File: src/rtl/butterfly_pair_stage.sv
// Radix-2 butterfly on operand pairs popped from a first-word-fall-through FIFO.
// Produces y0 = a + b*w and y1 = a - b*w, both saturated, on a valid/ready port.
module butterfly_pair_stage #(
  parameter int DATA_WIDTH = 8,
  parameter int TW_WIDTH   = 8,
  parameter int TW_FRAC    = 6,
  parameter int CNT_WIDTH  = 16
) (
  input  logic                  clk,
  input  logic                  rst,
  input  logic                  fifo_empty,
  input  logic [DATA_WIDTH-1:0] fifo_data,
  output logic                  fifo_re,
  input  logic [TW_WIDTH-1:0]   tw,
  output logic                  out_valid,
  input  logic                  out_ready,
  output logic [DATA_WIDTH:0]   y0,
  output logic [DATA_WIDTH:0]   y1,
  output logic [CNT_WIDTH-1:0]  pair_cnt
);

  // state | meaning
  // S_A   | waiting to pop operand a
  // S_B   | a held, waiting to pop operand b and twiddle
  // S_MUL | form product, sum/difference and saturate into y0/y1
  // S_OUT | result presented, waiting for out_ready
  typedef enum logic [1:0] {S_A, S_B, S_MUL, S_OUT} state_t;

  localparam int PW = DATA_WIDTH + TW_WIDTH;
  localparam int SW = PW + 1;
  localparam int OW = DATA_WIDTH + 1;

  localparam logic [OW-1:0] Y_MAX = {1'b0, {DATA_WIDTH{1'b1}}};
  localparam logic [OW-1:0] Y_MIN = {1'b1, {DATA_WIDTH{1'b0}}};

  state_t state, state_nxt;

  logic signed [DATA_WIDTH-1:0] a_reg, b_reg;
  logic signed [TW_WIDTH-1:0]   w_reg;
  logic signed [PW-1:0]         b_ext, w_ext, prod, quo;
  logic signed [SW-1:0]         a_ext, q_ext, s0, s1;

  // Sum/difference are one bit wider than the product so they can never overflow.
  function automatic logic [OW-1:0] sat(input logic [SW-1:0] v);
    logic [SW-OW:0] hi;
    hi = v[SW-1:OW-1];
    if ((&hi) || (~|hi)) return v[OW-1:0];
    else if (v[SW-1])    return Y_MIN;
    else                 return Y_MAX;
  endfunction

  assign b_ext = {{TW_WIDTH{b_reg[DATA_WIDTH-1]}}, b_reg};
  assign w_ext = {{DATA_WIDTH{w_reg[TW_WIDTH-1]}}, w_reg};
  assign prod  = b_ext * w_ext;
  assign quo   = prod >>> TW_FRAC;
  assign a_ext = {{(SW-DATA_WIDTH){a_reg[DATA_WIDTH-1]}}, a_reg};
  assign q_ext = {quo[PW-1], quo};
  assign s0    = a_ext + q_ext;
  assign s1    = a_ext - q_ext;

  always_comb begin
    fifo_re = !rst && ((state == S_A) || (state == S_B)) && !fifo_empty;
  end

  always_ff @(posedge clk) begin
    if (rst) state <= S_A;
    else     state <= state_nxt;
  end

  always_comb begin
    state_nxt = state;
    case (state)
      S_A:     if (fifo_re)   state_nxt = S_B;
      S_B:     if (fifo_re)   state_nxt = S_MUL;
      S_MUL:                  state_nxt = S_OUT;
      S_OUT:   if (out_ready) state_nxt = S_A;
      default:                state_nxt = S_A;
    endcase
  end

  always_ff @(posedge clk) begin
    if (rst) begin
      a_reg     <= '0;
      b_reg     <= '0;
      w_reg     <= '0;
      y0        <= '0;
      y1        <= '0;
      out_valid <= 1'b0;
      pair_cnt  <= '0;
    end else begin
      case (state)
        S_A: begin
          if (fifo_re) a_reg <= fifo_data;
        end
        S_B: begin
          if (fifo_re) begin
            b_reg <= fifo_data;
            w_reg <= tw;
          end
        end
        S_MUL: begin
          y0        <= sat(s0);
          y1        <= sat(s1);
          out_valid <= 1'b1;
        end
        S_OUT: begin
          if (out_ready) begin
            out_valid <= 1'b0;
            pair_cnt  <= pair_cnt + CNT_WIDTH'(1);
          end
        end
        default: ;
      endcase
    end
  end

endmodule

File: config.mk
export PLATFORM = sky130hd
export DESIGN_NAME = butterfly_pair_stage
export DESIGN_NICKNAME = d
export VERILOG_FILES = /design/src/rtl/butterfly_pair_stage.sv
export SDC_FILE = /design/constraint.sdc
export NUM_CORES = 1
export LEC_CHECK = 0
export BUFFER_PORTS_ARGS = -buffer_cell sky130_fd_sc_hd__buf_2
export CORE_MARGIN = 3
export CORE_UTILIZATION = 61
export DETAILED_ROUTE_END_ITERATION = 16
export PLACE_DENSITY = 0.9
export SYNTH_ARGS = -nofsm -noshare
export SYNTH_HDL_FRONTEND = slang
export SYNTH_SLANG_ARGS = --single-unit
File: constraint.sdc
create_clock -name clk -period 8.1 [get_ports clk]
set_input_delay 0.405 -clock clk [delete_from_list [all_inputs] [get_ports clk]]
set_output_delay 0.405 -clock clk [all_outputs]
set_load 0.02 [all_outputs]
==> results by group <==
Outcome
  – Outcome: complete, no violations

Logic synthesis
  – Post-synth top area cell: dfxtp_1
  – Area fraction of the dominant cell type after synthesis: 21.36%
  – Post-Syn Nets: 806
  – Post-synth cell types: 50
  – Compound-Gate Fraction of Synth Area: 12.41%
  – Synth top area cells: dfxtp_1, fa_1, ha_1
  – Synth Area in Adders: 30.85%
  – Simple-gate share of the synthesized area: 18.42%
  – Main combinational cell family by area after synthesis: adder cells
  – Register area share after synthesis: 21.36%
  – Post-synth EDFFs: 0
  – Ys flop type: dfxtp_1
  – Synthesis-stage register bit count: 61
  – Cell Area, Synth: 5718 um^2
  – Synth warn: 0
  – Mean cell area of the mapped netlist: 8.434 um^2
  – Synth async-reset ratio: 0%
  – Mux contribution to synthesized area: 1.751%
  – Mapped Cells: 678
  – XOR/XNOR Fraction of Synth Area: 6.740%

Clock network
  – Root buf cell: clkbuf_8
  – CTS tree: done
  – Post-CTS Resized: 0
  – CTS Hold Buffers Added: 0
  – Clock sinks: 61
  – Post-CTS Setup Inserts: 0
  – Inserted Clock Buffers: 9
  – H-tree depth: 3
  – Clock Latency Late Sink: 0.36 ns
  – Clk pin slew, worst setup/hold paths: 0.09 ns
  – Max Root-Sink Buffers: 2

Pwr
  – Switching share of power: 44.72%
  – Clk pwr share: 20.4%
  – Pleak: 0.002935 uW
  – P_sw: 553.9 uW
  – Register share of total power: 32.6%
  – Cell internal pwr: 684.7 uW
  – Max VDD drop: 0.2088 mV
  – Combinational group share of total power: 47.0%
  – Power Dens Cells: 199.5 nW/um^2

Place
  – GP Congestion: 0.8881
  – Placed cells: 820
  – Dpl hpwl: 10140 um
  – I/O Buffers: 55

Floorplan
  – Die Y: 102.8 um
  – Number of core rows: 34
  – Total core area: 8934 um^2
  – Initial Utilization: 64.01%
  – Die W: 102.8 um
  – Die area: 10570 um^2
  – I/O Pins: 56

GRT
  – Total global routing overflow: 0
  – Gr usage total: 26.39%
  – Number of global-route vias before repair: 4772
  – Initial antenna violation count: 0
  – Largest net degree at the start of global routing: 51
  – Global-route wire length before repair: 22050 um

Run
  – Number of max-cap violations: 0

Final layout
  – Share of layout cells above drive strength 1: 10.44%
  – Largest regs: pair_cnt (16), y0 (9), y1 (9)
  – Most common cell after layout, fill and taps aside: inv_1
  – Number of flip-flops in the largest register: 16
  – Layout Cells excl Fill: 836
  – Most frequent cells in the layout: inv_1, nand2_1, nor2_1
  – Nets@finish: 851
  – P&R area growth vs syn: 8.600%
  – Reg with most FFs: pair_cnt
  – N_diodes: 0
  – Fillers: 699

Detailed routing
  – DR iter-0 viols: 295
  – Total iterations of the first detailed-routing run: 5
  – # DRC: 0
  – Vias after detailed routing: 4848
  – Via density per instance: 5.799
  – ANT nets after route: 0
  – WL per Instance: 15.64 um
  – Detailed-route wire length: 13080 um

Setup path
  – CP Capture Type: flop
  – Max stage delay on crit path: 0.59 ns
  – Crit Path Class: flop to flop
  – Slowest cell on crit path: a221oi_1
  – Crit-path leading delay family: adder cells
  – Req. time, crit path: 8.36 ns
  – Critical path buffer and inverter count: 5
  – Cells along the critical path: and2_1, fa_1, inv_1, fa_1, inv_1, fa_1, inv_1, fa_1, inv_1, ha_1, and2_1, a31o_2, or2_2, a21oi_1, xnor2_1, ha_1, inv_1, a221oi_1, o21ai_0, a21oi_1, nor2_1, o32a_1, a311oi_1
  – Most frequent CP cell: inv_1
  – Worst Path Max Fanout: 10
  – CP startpoint kind: flop
  – Crit path DAT: 7.19 ns

Timing
  – Period minus WS final: 6.928 ns
  – Setup Skew: 0.01397 ns
  – Fmax: 0.1443 GHz
  – Period utilization: 85.53%
  – Hold Vio Cnt, Final: 0
  – Final setup viols: 0
  – RSZ-0062 raised after global routing: no
  – Setup_tns: 0 ns
  – Worst-Margin Slew: 0.9366 ns
  – Max Slew Vio Count: 0
  – Slew Limit Headroom: 37.56%

Hold path
  – Hold WC Path Type: input pin to flop
-- logic make-up after synthesis --
group	count (synthesis)
AOI/OAI and AO/OA	111
buffers and inverters	124
adders and majority gates	108
and+or+nand+nor	220
muxes	10
DFF	61
xor gates and xnor gates	44
-- routing by layer --
layer	track usage (%)	vias to the layer above	wire length, um
met2	43.89	180	6377
met1	33.71	2339	5395
met4	9.562	0	406
met3	6.225	46	899
met5	0	-	0
li1	-	2283	-
-- power by group through the flow --
stage,clock network (uW),registers (uW),logic (uW)
floorplan,0,444,394
global placement,0,404,561
detailed placement,0,408,572
CTS,254,402,577
global route,268,410,641
finish,253,403,582
-- worst paths after layout --
path                  from        to  slack, ns  cells past startpoint
setup / recovery  b_reg[3]     y1[7]       1.17                     23
hold / removal       tw[2]  w_reg[2]       0.28                      3
setup reg to reg  b_reg[3]     y1[7]       1.17                     23
hold reg to reg      y1[1]     y1[1]       0.48                      2
-- Yosys cell counts (2+ instances only) --
cell type  instances
a2111o_1           2
a211oi_1           4
a21boi_0           2
a21o_1             2
a21oi_1           40
a22oi_1            2
a311oi_1          10
a31oi_1            3
and2_1            41
and3_1             5
buf_1              3
buf_2              2
buf_6              2
clkbuf_1          14
dfxtp_1           61
fa_1              55
ha_1              53
inv_1            102
mux2i_1           10
nand2_1           64
nand2b_1           9
nand3_1            9
nand4_1            4
nor2_1            63
nor2b_1            5
nor3_1             8
nor4_1             3
o211ai_1           4
o21a_1             3
o21ai_0           17
o21bai_1           5
o22ai_1            7
o31ai_1            3
or3_1              3
xnor2_1           25
xor2_1            19
-- final cells by class --
class | instances | area, um^2 | share of cell area, %
inverters | 102 | 382.9 | 6.166
clock inverters | 7 | 51.30 | 0.8261
clock buffers | 9 | 123.9 | 1.995
multi-input cells | 493 | 4013 | 64.62
well taps | 108 | 135.1 | 2.176
repair buffers | 56 | 282.8 | 4.554
flip-flops and latches | 61 | 1221 | 19.67
-- worst register-to-register path, stage by stage (launching register included) --
cell and delay, ns:
dfxtp_1 0.43, and2_1 0.24, fa_1 0.55, inv_1 0.06, fa_1 0.49, inv_1 0.06, fa_1 0.53, inv_1 0.06
fa_1 0.54, inv_1 0.05, ha_1 0.32, and2_1 0.18, a31o_2 0.23, or2_2 0.30, a21oi_1 0.23, xnor2_1 0.12
ha_1 0.48, inv_1 0.11, a221oi_1 0.60, o21ai_0 0.24, a21oi_1 0.23, nor2_1 0.06, o32a_1 0.46, a311oi_1 0.29
-- through the flow --
step                      util (%)  total power [uW]  area (um^2)  hold WS, ns  worst slack, ns
final                        69.51              1239         6210       0.2790            1.172
after floorplan                  -             837.8         5718       0.4806            2.161
after CTS                    69.51              1233         6210       0.2763            1.317
after global placement       67.55             965.6         6035       0.4647            1.579
after global routing         69.51              1319         6210       0.2784           0.6749
after detailed placement     67.55             980.5         6035       0.4670            1.343
(Power assumes the default switching activity.)
